**config.mk**
```make
export PLATFORM = sky130hd
export DESIGN_NAME = mmio_bus_arbiter
export DESIGN_NICKNAME = d
export VERILOG_FILES = /design/src/rtl/mmio_bus_arbiter.sv
export SDC_FILE = /design/constraint.sdc
export NUM_CORES = 1
export LEC_CHECK = 0
export BUFFER_PORTS_ARGS = -buffer_cell sky130_fd_sc_hd__buf_4
export CAP_MARGIN = 40
export CORE_ASPECT_RATIO = 1.4
export CORE_MARGIN = 8
export CORE_UTILIZATION = 50
export DETAILED_ROUTE_END_ITERATION = 10
export PLACE_DENSITY = 0.95
export SYNTH_ARGS = -nofsm -noshare
export SYNTH_HDL_FRONTEND = slang
export SYNTH_SLANG_ARGS = --single-unit
```
**constraint.sdc**
```tcl
create_clock -name clk -period 3.9 [get_ports clk]
set_clock_uncertainty 0.15 [all_clocks]
set_input_delay 0.195 -clock clk [delete_from_list [all_inputs] [get_ports clk]]
set_output_delay 0.195 -clock clk [all_outputs]
set_load 0.005 [all_outputs]
```
**src/rtl/mmio_bus_arbiter.sv**
```systemverilog
// mmio_bus_arbiter: two-master MMIO sequencer with region decode, LED register and switch synchronizer.
// Define ARB_FIXED_PRIORITY_EN for fixed m0-first priority; round-robin otherwise.
module mmio_bus_arbiter #(
  parameter int OPERAND_LENGTH = 31,
  parameter int MEM_LATENCY = 1,
  parameter int LED_WIDTH = 16,
  parameter int SW_WIDTH = 16
) (
  input  logic                    clk,
  input  logic                    rstN,
  input  logic                    m0Req,
  input  logic                    m0We,
  input  logic [OPERAND_LENGTH:0] m0Addr,
  input  logic [OPERAND_LENGTH:0] m0WData,
  output logic                    m0Ack,
  output logic [OPERAND_LENGTH:0] m0RData,
  output logic                    m0Err,
  input  logic                    m1Req,
  input  logic                    m1We,
  input  logic [OPERAND_LENGTH:0] m1Addr,
  input  logic [OPERAND_LENGTH:0] m1WData,
  output logic                    m1Ack,
  output logic [OPERAND_LENGTH:0] m1RData,
  output logic                    m1Err,
  output logic                    memReq,
  output logic                    memWe,
  output logic [OPERAND_LENGTH:0] memAddr,
  output logic [OPERAND_LENGTH:0] memWData,
  input  logic [OPERAND_LENGTH:0] memRData,
  output logic [LED_WIDTH-1:0]    ledOut,
  input  logic [SW_WIDTH-1:0]     swIn,
  output logic                    busy
);
  localparam int W = OPERAND_LENGTH + 1;
  typedef enum logic [1:0] {IDLE, ISSUE, WAITS, RESP} state_t;
  state_t state_q, state_d;
  logic id_q, id_d, last_q, last_d, we_q, we_d, err_q, err_d, grant;
  logic [W-1:0] addr_q, addr_d, wdata_q, wdata_d, rdata_q, rdata_d;
  logic [3:0] cnt_q, cnt_d;
  logic [LED_WIDTH-1:0] led_q, led_d;
  logic [SW_WIDTH-1:0] sw_meta_q, sw_q;
  logic [1:0] region;
  assign region = addr_q[OPERAND_LENGTH -: 2];
`ifdef ARB_FIXED_PRIORITY_EN
  assign grant = !m0Req;
`else
  // grant 1 selects m1; on a tie the master that did not win last time goes
  assign grant = (m0Req && m1Req) ? !last_q : m1Req;
`endif
  always_ff @(posedge clk or negedge rstN)
    if (!rstN) begin
      state_q   <= IDLE;
      id_q      <= 1'b0;
      last_q    <= 1'b1;
      we_q      <= 1'b0;
      err_q     <= 1'b0;
      addr_q    <= '0;
      wdata_q   <= '0;
      rdata_q   <= '0;
      cnt_q     <= '0;
      led_q     <= '0;
      sw_meta_q <= '0;
      sw_q      <= '0;
    end else begin
      state_q   <= state_d;
      id_q      <= id_d;
      last_q    <= last_d;
      we_q      <= we_d;
      err_q     <= err_d;
      addr_q    <= addr_d;
      wdata_q   <= wdata_d;
      rdata_q   <= rdata_d;
      cnt_q     <= cnt_d;
      led_q     <= led_d;
      sw_meta_q <= swIn;
      sw_q      <= sw_meta_q;
    end
  always_comb begin
    state_d = state_q;
    case (state_q)
      IDLE:    state_d = (m0Req || m1Req) ? ISSUE : IDLE;
      ISSUE:   state_d = (region == 2'b00 && !we_q) ? WAITS : RESP;
      WAITS:   state_d = (cnt_q == 4'd1) ? RESP : WAITS;
      default: state_d = IDLE;
    endcase
  end
  always_comb begin
    id_d    = id_q;
    last_d  = last_q;
    we_d    = we_q;
    addr_d  = addr_q;
    wdata_d = wdata_q;
    rdata_d = rdata_q;
    err_d   = err_q;
    cnt_d   = cnt_q;
    led_d   = led_q;
    if (state_q == IDLE && (m0Req || m1Req)) begin
      id_d    = grant;
      last_d  = grant;
      we_d    = grant ? m1We : m0We;
      addr_d  = grant ? m1Addr : m0Addr;
      wdata_d = grant ? m1WData : m0WData;
    end
    if (state_q == ISSUE) begin
      rdata_d = '0;
      err_d   = region == 2'b11;
      cnt_d   = 4'(MEM_LATENCY);
      if (region == 2'b01 && we_q) led_d = wdata_q[LED_WIDTH-1:0];
      if (region == 2'b01 && !we_q) rdata_d = W'(led_q);
      if (region == 2'b10 && !we_q) rdata_d = W'(sw_q);
    end
    if (state_q == WAITS) begin
      cnt_d = cnt_q - 4'd1;
      if (cnt_q == 4'd1) rdata_d = memRData;
    end
  end
  always_comb begin
    memReq   = state_q == ISSUE && region == 2'b00;
    memWe    = memReq && we_q;
    memAddr  = addr_q;
    memWData = wdata_q;
    m0Ack    = state_q == RESP && !id_q;
    m1Ack    = state_q == RESP && id_q;
    m0RData  = m0Ack ? rdata_q : '0;
    m1RData  = m1Ack ? rdata_q : '0;
    m0Err    = m0Ack && err_q;
    m1Err    = m1Ack && err_q;
    ledOut   = led_q;
    busy     = state_q != IDLE;
  end
endmodule
```
======== Word-level counts from Yosys, hierarchy flattened ========
Index checks and enable logic that the tools add are counted.
storage, ports and cells
  register bits ........................... 154
  logic and storage cells ................. 58
  latch bits .............................. 0
  memories kept ........................... 0
  output and inout port bits .............. 151
  bits in read-only memories .............. 0
  bits in writable memories ............... 0
operators by class
  multiplexer cells ....................... 17
  bitwise operators ....................... 0
  multiply operators ...................... 0
  divide/modulo/power cells ............... 0
  shift-type cells ........................ 0
  $add $sub $neg .......................... 1
  reductions and logical operators ........ 21
  order comparisons ....................... 0
  eq/ne operators ......................... 7
operators with widths
  operator               number
  $mux W32               8
  $mux W16               1
  $logic_and A1 B1 Y1    12
  $eq A2 B2 Y1 const B   4
  $mux W4                2
  $pmux W2 S3            1
  $mux W1                5
  $eq A2 B1 Y1 const B   2
  $eq A4 B1 Y1 const B   1
  $logic_not A2 Y1       2
  $reduce_bool A2 Y1     2
  $sub A4 B1 Y4 const B  1
  $logic_not A1 Y1       3
  $reduce_and A2 Y1      1
  $logic_or A1 B1 Y1     1

======== Depth between registers and ports, before layout ========
Gate-level depths: netlist (run 1).
  depth in word-level cells ............... 7
  gate-level depth with buffers ........... 8

======== Worst setup path before layout (run 1) ========
No wires, ideal clock.
  kind .................................... flip-flop to flip-flop
  from .................................... register state_q[0]
  to ...................................... register rdata_q[15]
  setup slack ............................. 2,103 ps
  clock period less this slack ............ 1,797 ps
  stages on the path, launching flop included .. 7
  arrival time ............................ 1,521 ps
  path buffers ............................ 2
  cell sequence ........................... dfrtp_1 -> inv_1 -> ha_1 -> and4bb_4 -> buf_4 -> buf_2 -> a221o_1
on the way
  longest elaborated chain between the ends .. 4
  elaborated cells on any way between the ends .. 5
ends and longest elaborated chain
  element                 line  source
  from (decl)             36    state_t state_q, state_d;
  from (signal assigned)  65    state_q <= state_d;
  $eq A2 B1 Y1            104   if (state_q == ISSUE) begin
  $mux W32                104
  $mux W32                114   if (cnt_q == 4'd1) rdata_d = memRData;
  $mux W32 (*)            112   if (state_q == WAITS) begin
  named net rdata_d[15]   38    logic [W-1:0] addr_q, addr_d, wdata_q, wdata_d, rdata_q, rdata_d;
  to (signal assigned)    72    rdata_q <= rdata_d;
  to (decl)               38
Mark *: on every way through the listed nets, which the timed path passes. The rest lies on a longest branch.
A chain may end at the register's enable or synchronous reset.

======== Final worst setup path (run 1) ========
  from .................................... register state_q[1]
  to ...................................... output port m0RData[11]
on the way
  longest elaborated chain between the ends .. 3
ends and longest elaborated chain
  element              line  source
  $eq A2 B2 Y1         122   m0Ack = state_q == RESP && !id_q;
  $logic_and A1 B1 Y1  122
  $mux W32             124   m0RData = m0Ack ? rdata_q : '0;
  to (decl)            16    output logic [OPERAND_LENGTH:0] m0RData,
Every way passes these cells.

==> results of run 1 <==
-- cells in the mapped netlist (all sizes together) (2+ instances only) --
library cell / instances
buf: 23
clkbuf: 25
inv: 8
a31oi: 2
mux2i: 66
ha: 6
nand2b: 16
a21oi: 2
mux2: 16
nor2b: 3
dfrtp: 153
o21ai: 86
and2: 35
nand3: 2
nor3b: 18
a221o: 16
nand2: 84
a22o: 17
and3: 34
-- metrics by stage --
| stage | total power [W] | util | hold WS, ns | area (sq um) |
|---|---|---|---|---|
| floorplan | 0.00412 | - | -0.251 | 6950 |
| global placement | 0.00530 | 0.691 | 0.155 | 9490 |
| detailed placement | 0.00547 | 0.696 | 0.0511 | 9550 |
| CTS | 0.00743 | 0.865 | 0.00942 | 11900 |
| global route | 0.00810 | 0.867 | 0.0322 | 11900 |
| finish | 0.00775 | 0.867 | 0.0172 | 11900 |
-- metal layers --
metal  GRT usage  part of all wire  up-vias
met2       0.598              0.53      465
met5           0                 0        -
met3      0.0881             0.077      114
li1            -                 -     3136
met1       0.348              0.33     3463
met4       0.206             0.057        0
-- kinds of logic after synthesis --
| family | Yosys count | share of synthesized area |
|---|---|---|
| multiplexers | 82 | 0.121 |
| adder cells (fa/ha/maj) | 6 | 0.0108 |
| AO/OA/AOI/OAI | 126 | 0.115 |
| buffers and inverters | 56 | 0.0443 |
| AND/OR/NAND/NOR | 196 | 0.155 |
| flip-flops | 154 | 0.555 |
-- area by class of cell --
class,count,share of cell area
Timing Repair Buffer,513,0.366
Sequential cell,154,0.324
Multi-Input combinational cell,410,0.236
Clock buffer,20,0.0376
Tap cell,185,0.0195
Clock inverter,11,0.0143
Inverter,8,0.00253
Antenna cell,2,0.000421
-- where the power goes --
part           switching (W)  internal (W)
logic                0.00165       0.00158
registers           0.000570       0.00219
clock network       0.000664       0.00109
-- flip-flops by register name, summed over array words and instances (netlist names) --
name and cells:
memAddr 32, memWData 32, rdata_q 32, ledOut 16
sw_meta_q 16, sw_q 16, cnt_q 4, state_q 2
err_q 1, id_q 1, last_q 1, we_q 1
-- how the worst min path moves through the flow --
stage	startpoint	to	depth (start not counted)
3_3_place_gp	swIn[7]	sw_meta_q[7]	1
3_5_place_dp	rstN	rdata_q[23]	2
4_1_cts	m0Addr[26]	memAddr[26]	3
5_1_grt	m1Addr[1]	memAddr[1]	3
2_1_floorplan	rstN	cnt_q[0]	0
6_report	m0Addr[1]	memAddr[1]	3
-- repair_timing --
| item | in CTS | in global routing |
|---|---|---|
| resized for setup | 0 | 0 |
| hold buffers | 170 | 2 |
| endpoints found under the hold margin | 229 | 1 |
-- critical path, delay by kind of cell, from the launching register on --
| kind | cells | cell delay, ns |
|---|---|---|
| flops | 1 | 0.39 |
| buf+inv | 2 | 0.44 |
| fa+ha+maj | 1 | 0.82 |
| simple gates | 2 | 0.49 |
==> parameters.txt, run 1 <==
Parameter                              Value

Route
  Final wirelength    30,700 microns
  Remaining antenna violation count    0
  WL per Instance    23.6 microns
  TritonRoute pass-1 iters    5
  Number of DRC markers after the initial detailed-route iteration    463
  Number of vias per cell after detailed routing    5.51
  DRC violations left    0
  Total vias in the final route    7,178

Synthesis
  Biggest area contributors in the synthesized netlist    sky130_fd_sc_hd__dfrtp_1 (55%), sky130_fd_sc_hd__mux2i_1 (9.5%), sky130_fd_sc_hd__o21ai_0 (6.1%)
  Gate Count Post-Synth    620
  Cell type contributing the most total cell area after synthesis    sky130_fd_sc_hd__dfrtp_1
  Register area share after synthesis    0.555
  Synth cell types    34
  Commonest register cell after synthesis    sky130_fd_sc_hd__dfrtp_1
  Area fraction of the dominant cell type after synthesis    0.551
  Number of enable-type register cells in the synthesized netlist    0
  Flip-flop and latch count after synthesis    154
  Average cell area after synthesis    11.2 sq um
  Post-synthesis instance area    6950 sq um
  Total of warnings raised by yosys    0
  Share of flip-flops with an asynchronous set or reset    1.00
  Net Count, Synth    808

Global route
  Antenna violations before repair    2
  Via count of the first global-routing pass    7,890
  Global router's overall resource usage    0.339
  Global-route wire length before repair    45,600 microns
  Largest net degree at the start of global routing    133
  Remaining Overflow, GRT    0

STA
  Least-Margin Pin Slew    0.983 ns
  TNS Setup    0 ns
  Final-report max-slew violation count    0
  Final min period    2.91 ns
  Finish-stage setup viols    0
  Fin worst setup slack    0.988 ns
  Achievable clock frequency    343 MHz
  RSZ-0062 raised after global routing    false
  Hold Fails Final Rpt    0
  Fraction of the cycle the final worst path needs    0.747
  Slew HR    0.345

Layout
  Number of filler cells placed in the layout    600
  Non-filler cells in the finished layout    1,303
  Layout area overhead    71.2%
  Highest-count cells in the layout ignoring fill and taps    sky130_fd_sc_hd__buf_4 (336), sky130_fd_sc_hd__dlygate4sd3_1 (172), sky130_fd_sc_hd__dfrtp_1 (153)
  Area used by multi-input combinational logic    2800 sq um
  Fraction of final layout cells sized beyond drive strength 1    0.358
  Final net count    1,292
  FF+latch area    3850 sq um
  Leading cell type in the layout, fill and taps excluded    sky130_fd_sc_hd__buf_4

Worst setup path
  Crit end category    output port
  CP peak stage delay    0.82 ns
  Cell-by-cell listing of the critical path    ha_1 > nor2b_1 > buf_4 > and2_1 > buf_4
  Reg2reg end    memWData[2]
  Startpoint of the worst-slack reg-to-reg timing path    last_q
  Capturing instance or port of the critical path    m0RData[11]
  Worst setup path class    flip-flop to output port
  Maximum fanout count along the critical path    36
  Required @ worst endpoint    3.56 ns
  Most Frequent Cell on Critical Path    sky130_fd_sc_hd__buf_4
  Crit-path slowest cell    sky130_fd_sc_hd__ha_1
  Data arrival at the endpoint of the critical path    2.57 ns
  Start point of the critical path    state_q[1]
  Number of cell instances on the worst register-to-register path    5
  Kind of start point of the critical path    flip-flop
  Register-to-register setup slack    1.08 ns

Placed design
  Global placer's final weighted congestion    0.873
  Cell count after placement    1,098
  DP Worst Slack    1.55 ns
  Count of buffers from port buffering    332
  Dpl hpwl    17,200 microns

Run
  MaxCap Viol Count    0

Clocking
  Clock input transition at the sequential cells of the worst setup and hold paths    0.06 ns
  Clock tree sinks    154
  CTS max path bufs    2
  CTS H-tree depth    4
  CTS tree    done
  Insertion delay of the later-clocked pin in the worst-skew pair    0.42 ns
  Number of buffers added for setup after CTS    0
  Number of buffers created by CTS    17
  Clock root buffer    sky130_fd_sc_hd__clkbuf_16

Floorplan
  Count of boundary I/O pins    333
  Effective utilization at floorplan    0.506
  Placeable core area    13,700 sq um
  Chip width    116 microns
  Row count    51
  Die H    155 microns
  Die Footprint    18,000 sq um

Pwr
  Leakage power    6.12 nW
  Power density of the placed cells    651 nW/um^2
  Maximum resistive drop on vdd    0.395 mV

Outcome
  Status    finished, final reports clean

Min path
  HP Class    input port to flip-flop
Note: power is estimated with default switching activity, not from simulation.
==> run 2: changes to the inputs <==
CORE_UTILIZATION = 42   (was 50)
PLACE_DENSITY = 0.88   (was 0.95)
clock period = 2.52 ns   (was 3.9 ns; I/O delays follow)
==> run 2 against run 1 <==
Die area rose by 17%. Global-route usage decreased by 6.9 points. Clock power grew 42%. Largest cell class unchanged. Sequential share of layout area shrank 0.27 points.
==> parameters.txt, run 2 (synthesis results as in run 1) <==
Parameter                              Value

Outcome
  Status    finished, final reports clean (unchanged)

Clocking
  Clock tree sinks    154 (unchanged)
  Insertion delay of the later-clocked pin in the worst-skew pair    0.42 ns (about the same)
  CTS tree    done (unchanged)
  Number of buffers created by CTS    17 (unchanged)
  CTS H-tree depth    4 (unchanged)
  CTS max path bufs    2 (unchanged)
  Clock root buffer    sky130_fd_sc_hd__clkbuf_16 (unchanged)
  Clock input transition at the sequential cells of the worst setup and hold paths    0.08 ns (was 0.06 ns)

Pwr
  Proportion of power drawn by combinational gates    0.433 (was 0.417)
  Share of total power consumed by net switching    0.380 (was 0.372)
  Cell-internal power    0.00725 W (was 0.00486 W)
  Sequential share of power    0.355 (was 0.357)
  Switching power summed over all nets    0.00445 W (was 0.00288 W)
  Post-layout total power    0.0117 W (was 0.00775 W)
  Leakage power    6.16 nW (was 6.12 nW)
  Maximum resistive drop on vdd    0.638 mV (was 0.395 mV)
  Power density of the placed cells    975 nW/um^2 (was 651 nW/um^2)
  Proportion of power drawn by the clock network    0.212 (was 0.226)

Placed design
  DP Worst Slack    0.424 ns (was 1.55 ns)
  Dpl hpwl    17,100 microns (was 17,200 microns)
  Count of buffers from port buffering    332 (unchanged)
  Global placer's final weighted congestion    0.807 (was 0.873)
  Post-placement cell area    9580 sq um (was 9550 sq um)

Layout
  Highest-count cells in the layout ignoring fill and taps    sky130_fd_sc_hd__buf_4 (337), sky130_fd_sc_hd__dlygate4sd3_1 (182), sky130_fd_sc_hd__dfrtp_1 (153) (was sky130_fd_sc_hd__buf_4 (336), sky130_fd_sc_hd__dlygate4sd3_1 (172), sky130_fd_sc_hd__dfrtp_1 (153))
  Fraction of final layout cells sized beyond drive strength 1    0.358 (about the same)
  Final net count    1,304 (was 1,292)
  Leading cell type in the layout, fill and taps excluded    sky130_fd_sc_hd__buf_4 (unchanged)
  Layout area overhead    72.6% (was 71.2%)
  Final Cell Area    12,000 sq um (was 11,900 sq um)
  Number of filler cells placed in the layout    959 (was 600)

Min path
  HP Class    input port to asynchronous set/reset pin (was input port to flip-flop)

STA
  Fin worst setup slack    0.213 ns (was 0.988 ns)
  Fraction of the cycle the final worst path needs    0.916
  Slew HR    0.530 (was 0.345)
  Final-report max-slew violation count    0 (unchanged)
  Least-Margin Pin Slew    0.705 ns (was 0.983 ns)
  Final-layout worst hold slack    0.118 ns (was 0.0172 ns)
  Achievable clock frequency    433 MHz
  Finish-stage setup viols    0 (unchanged)
  Hold Fails Final Rpt    0 (unchanged)
  Final min period    2.31 ns
  TNS Setup    0 ns (unchanged)
  RSZ-0062 raised after global routing    false (unchanged)

Route
  DRC violations left    0 (unchanged)
  Number of vias per cell after detailed routing    5.31 (was 5.51)
  Remaining antenna violation count    0 (unchanged)
  Total vias in the final route    7,111 (was 7,178)
  Final wirelength    29,200 microns (was 30,700 microns)
  TritonRoute pass-1 iters    5 (unchanged)
  Number of DRC markers after the initial detailed-route iteration    369 (was 463)
  WL per Instance    21.9 microns (was 23.6 microns)

Floorplan
  Die H    168 microns (was 155 microns)
  Effective utilization at floorplan    0.430 (was 0.506)
  Die Footprint    21,000 sq um (was 18,000 sq um)
  Count of boundary I/O pins    333 (unchanged)
  Placeable core area    16,200 sq um (was 13,700 sq um)
  Chip width    125 microns (was 116 microns)
  Row count    55 (was 51)

Global route
  Largest net degree at the start of global routing    131 (was 133)
  Global-route wire length before repair    44,600 microns (was 45,600 microns)
  Antenna violations before repair    8 (was 2)
  Remaining Overflow, GRT    0 (unchanged)
  Via count of the first global-routing pass    7,945 (was 7,890)
  Global router's overall resource usage    0.270 (was 0.339)

Run
  MaxCap Viol Count    0 (unchanged)

Worst setup path
  Maximum fanout count along the critical path    37 (was 36)
  Data arrival at the endpoint of the critical path    2.42 ns (was 2.57 ns)
  Crit end category    flip-flop (was output port)
  Kind of start point of the critical path    flip-flop (unchanged)
  Worst setup path class    flip-flop to flip-flop (was flip-flop to output port)
  Required @ worst endpoint    2.64 ns (was 3.56 ns)
[run 2: cell count changes in the layout (fill, tap and decap cells not counted)]
cell / change
sky130_fd_sc_hd__inv_6: +2
sky130_fd_sc_hd__buf_4: +1
sky130_fd_sc_hd__buf_16: -2
sky130_fd_sc_hd__dlygate4sd3_1: +10
sky130_fd_sc_hd__inv_8: +4
sky130_fd_sc_hd__clkbuf_1: -2
sky130_fd_sc_hd__clkinvlp_4: -3
sky130_fd_sc_hd__diode_2: +8
sky130_fd_sc_hd__clkinv_4: +5
sky130_fd_sc_hd__clkinv_2: -1
sky130_fd_sc_hd__buf_12: +3
sky130_fd_sc_hd__bufinv_16: -4
[run 2: area by class of cell]
| type | count | area [sq um] | area share |
|---|---|---|---|
| multi-input cells | 410 | 2800 | 0.234 |
| inverters | 8 | 30.0 | 0.00250 |
| well taps | 199 | 249 | 0.0208 |
| repair buffers | 525 | 4460 | 0.372 |
| clock buffers | 18 | 439 | 0.0366 |
| flip-flops and latches | 154 | 3850 | 0.321 |
| clock inverters | 14 | 129 | 0.0107 |
| diodes | 10 | 25.0 | 0.00209 |
[run 2: routing by layer]
metal  part of all wire  routed length [microns]  up-vias  track usage
met4              0.065                     1890        0        0.195
met3              0.070                     2050      122       0.0742
met5                  0                        0        -            0
li1                   -                        -     3176            -
met2               0.52                    15300      393        0.478
met1               0.34                    10000     3420        0.266
[run 2: repair_timing]
item,in CTS,in global routing
hold buffers,182,0
setup buffers,0,0
endpoints found under the hold margin,177,0
gates resized for setup,0,0
setup endpoints to repair,0,0
[run 2: per-stage QoR]
stage,std cells,utilization
floorplan,620,-
global placement,1114,0.592
detailed placement,1114,0.592
CTS,1328,0.740
global route,1336,0.741
finish,1338,0.742
[run 2: final timing paths]
kind,startpoint,cells past startpoint,slack [ns],to
worst min-delay path,rstN,2,0.12,rdata_q[24]
worst min register to register,sw_meta_q[12],0,0.20,sw_q[12]
max in group asynchronous,rstN,3,1.23,memWData[17]
min in group clk,sw_meta_q[12],0,0.20,sw_q[12]
worst max-delay path,last_q,5,0.21,memAddr[4]
worst max register to register,last_q,5,0.21,memAddr[4]
[run 2: critical path, cell delays in order (launching register included)]
cell                            delay (ns)
sky130_fd_sc_hd__dfstp_2              0.56
sky130_fd_sc_hd__a21bo_4              0.17
sky130_fd_sc_hd__buf_12               0.26
sky130_fd_sc_hd__mux2i_1              0.24
sky130_fd_sc_hd__dlygate4sd3_1        0.62
sky130_fd_sc_hd__o21ai_0              0.13
[run 2: power by group through the flow]
stage | clock, W | sequential [W] | combinational, W
2_1_floorplan | 0 | 0.00396 | 0.00242
3_3_place_gp | 0 | 0.00404 | 0.00430
3_5_place_dp | 0 | 0.00408 | 0.00447
4_1_cts | 0.00249 | 0.00405 | 0.00483
5_1_grt | 0.00261 | 0.00423 | 0.00549
6_report | 0.00248 | 0.00415 | 0.00507
==> run 3: changes to the inputs <==
BUFFER_PORTS_ARGS = default   (was -buffer_cell sky130_fd_sc_hd__buf_4)
CORE_ASPECT_RATIO = default   (was 1.4)
CORE_UTILIZATION = 54   (was 42)
DONT_BUFFER_PORTS = 1   (was default)
PLACE_DENSITY = 0.83   (was 0.88)
==> run 3 against run 2 <==
Synthesized area is the same. Synthesized cell count is the same. The run now fails in 4_1_cts.
==> parameters.txt, run 3 <==
Parameter                              Value

Clocking
  Number of buffers created by CTS    17 (unchanged)
  CTS H-tree depth    4 (unchanged)
  Number of gates resized after cts    0 (unchanged)
  Clock tree sinks    154 (unchanged)
  Number of buffers added for setup after CTS    0 (unchanged)
  Count of hold buffers inserted by post-cts repair    158 (was 182)
  CTS max path bufs    2 (unchanged)
  Clock root buffer    sky130_fd_sc_hd__clkbuf_16 (unchanged)

Synthesis
  Register area share after synthesis    0.555 (unchanged)
  Library cell with the highest instance count after synthesis    sky130_fd_sc_hd__dfrtp_1 (unchanged)
  Net Count, Synth    808 (unchanged)
  Area fraction of the dominant cell type after synthesis    0.551 (unchanged)
  Total of warnings raised by yosys    0 (unchanged)
  Synth cell types    34 (unchanged)
  Average cell area after synthesis    11.2 sq um (unchanged)
  Commonest register cell after synthesis    sky130_fd_sc_hd__dfrtp_1 (unchanged)
  Biggest area contributors in the synthesized netlist    sky130_fd_sc_hd__dfrtp_1 (55%), sky130_fd_sc_hd__mux2i_1 (9.5%), sky130_fd_sc_hd__o21ai_0 (6.1%) (unchanged)
  Share of flip-flops with an asynchronous set or reset    1.00 (unchanged)
  Post-synthesis instance area    6950 sq um (unchanged)
  Gate Count Post-Synth    620 (unchanged)
  Flip-flop and latch count after synthesis    154 (unchanged)
  List of most frequent post-synthesis cells    sky130_fd_sc_hd__dfrtp_1 (153), sky130_fd_sc_hd__o21ai_0 (85), sky130_fd_sc_hd__nand2_1 (84), sky130_fd_sc_hd__mux2i_1 (66), sky130_fd_sc_hd__and2_1 (35) (unchanged)
  Cell type contributing the most total cell area after synthesis    sky130_fd_sc_hd__dfrtp_1 (unchanged)
  Number of enable-type register cells in the synthesized netlist    0 (unchanged)

Outcome
  First error    [ERROR RSZ-0060] Max buffer count reached.
  Last stage    4_1_cts
  Status    aborted with a tool error (was finished, final reports clean)

Floorplan
  Count of boundary I/O pins    333 (unchanged)
  Chip width    129 microns (was 125 microns)
  Row count    41 (was 55)
  Effective utilization at floorplan    0.553 (was 0.430)
  Die H    129 microns (was 168 microns)

Placed design
  Cell count after placement    754 (was 1,114)
  Dpl hpwl    14,200 microns (was 17,100 microns)
  Post-placement cell area    7020 sq um (was 9580 sq um)
  Count of buffers from port buffering    0 (was 332)
  DP Worst Slack    0.376 ns (was 0.424 ns)
  Global placer's final weighted congestion    0.858 (was 0.807)
-- run 3: cells by family after synthesis --
logic type,count (synthesis),synth area share
AO/OA/AOI/OAI,126,0.115
adder cells (fa/ha/maj),6,0.0108
buffers and inverters,56,0.0443
flip-flops,154,0.555
multiplexers,82,0.121
AND/OR/NAND/NOR,196,0.155
-- run 3: metrics by stage --
stage / utilization / hold WS (ns)
after floorplan: - / -0.320
after global placement: 0.558 / -0.316
after detailed placement: 0.558 / -0.317
==> run 4: changes to the inputs <==
CORE_UTILIZATION = 39   (was 54)
PLACE_DENSITY = default   (was 0.83)
PLACE_DENSITY_LB_ADDON = 0.15   (was default)
clock period = 3.3 ns   (was 2.52 ns; I/O delays follow)
==> run 4 against run 3 <==
The flow again stops in 4_1_cts. Synthesized cell count unchanged. Synthesized area unchanged.
==> parameters.txt, run 4 <==
Parameter                              Value

Outcome
  Status    aborted with a tool error (unchanged)
  Last stage    4_1_cts (unchanged)
  First error    [ERROR RSZ-0060] Max buffer count reached. (unchanged)

Synthesis
  Commonest register cell after synthesis    sky130_fd_sc_hd__dfrtp_1 (unchanged)
  Gate Count Post-Synth    620 (unchanged)
  Biggest area contributors in the synthesized netlist    sky130_fd_sc_hd__dfrtp_1 (55%), sky130_fd_sc_hd__mux2i_1 (9.5%), sky130_fd_sc_hd__o21ai_0 (6.1%) (unchanged)
  Post-synthesis instance area    6950 sq um (unchanged)
  Library cell with the highest instance count after synthesis    sky130_fd_sc_hd__dfrtp_1 (unchanged)
  Register area share after synthesis    0.555 (unchanged)
  Share of flip-flops with an asynchronous set or reset    1.00 (unchanged)
  Average cell area after synthesis    11.2 sq um (unchanged)
  List of most frequent post-synthesis cells    sky130_fd_sc_hd__dfrtp_1 (153), sky130_fd_sc_hd__o21ai_0 (85), sky130_fd_sc_hd__nand2_1 (84), sky130_fd_sc_hd__mux2i_1 (66), sky130_fd_sc_hd__and2_1 (35) (unchanged)
  Area fraction of the dominant cell type after synthesis    0.551 (unchanged)
  Cell type contributing the most total cell area after synthesis    sky130_fd_sc_hd__dfrtp_1 (unchanged)
  Flip-flop and latch count after synthesis    154 (unchanged)
  Number of enable-type register cells in the synthesized netlist    0 (unchanged)
  Synth cell types    34 (unchanged)
  Net Count, Synth    808 (unchanged)
  Total of warnings raised by yosys    0 (unchanged)

Clocking
  Number of gates resized after cts    0 (unchanged)
  CTS H-tree depth    4 (unchanged)
  Number of buffers created by CTS    17 (unchanged)
  Count of hold buffers inserted by post-cts repair    170 (was 158)
  CTS max path bufs    2 (unchanged)
  Number of buffers added for setup after CTS    0 (unchanged)
  Clock tree sinks    154 (unchanged)
  Clock root buffer    sky130_fd_sc_hd__clkbuf_16 (unchanged)

Placed design
  Global placer's final weighted congestion    0.821 (was 0.858)
  Count of buffers from port buffering    0 (unchanged)
  Dpl hpwl    14,400 microns (was 14,200 microns)

Floorplan
  Chip width    149 microns (was 129 microns)
  Effective utilization at floorplan    0.392 (was 0.553)
  Count of boundary I/O pins    333 (unchanged)
  Row count    49 (was 41)
  Die H    149 microns (was 129 microns)
[run 4: per-stage QoR]
step	area [sq um]	std cells	setup WS [ns]	utilization
after detailed placement	7060	810	0.991	0.399
after global placement	7040	808	1.05	0.397
after floorplan	6950	620	1.50	-
[run 4: kinds of logic after synthesis]
family	after synthesis	share of synthesized area
buffers and inverters	56	0.0443
AND/OR/NAND/NOR	196	0.155
adder cells (fa/ha/maj)	6	0.0108
AO/OA/AOI/OAI	126	0.115
multiplexers	82	0.121
flip-flops	154	0.555
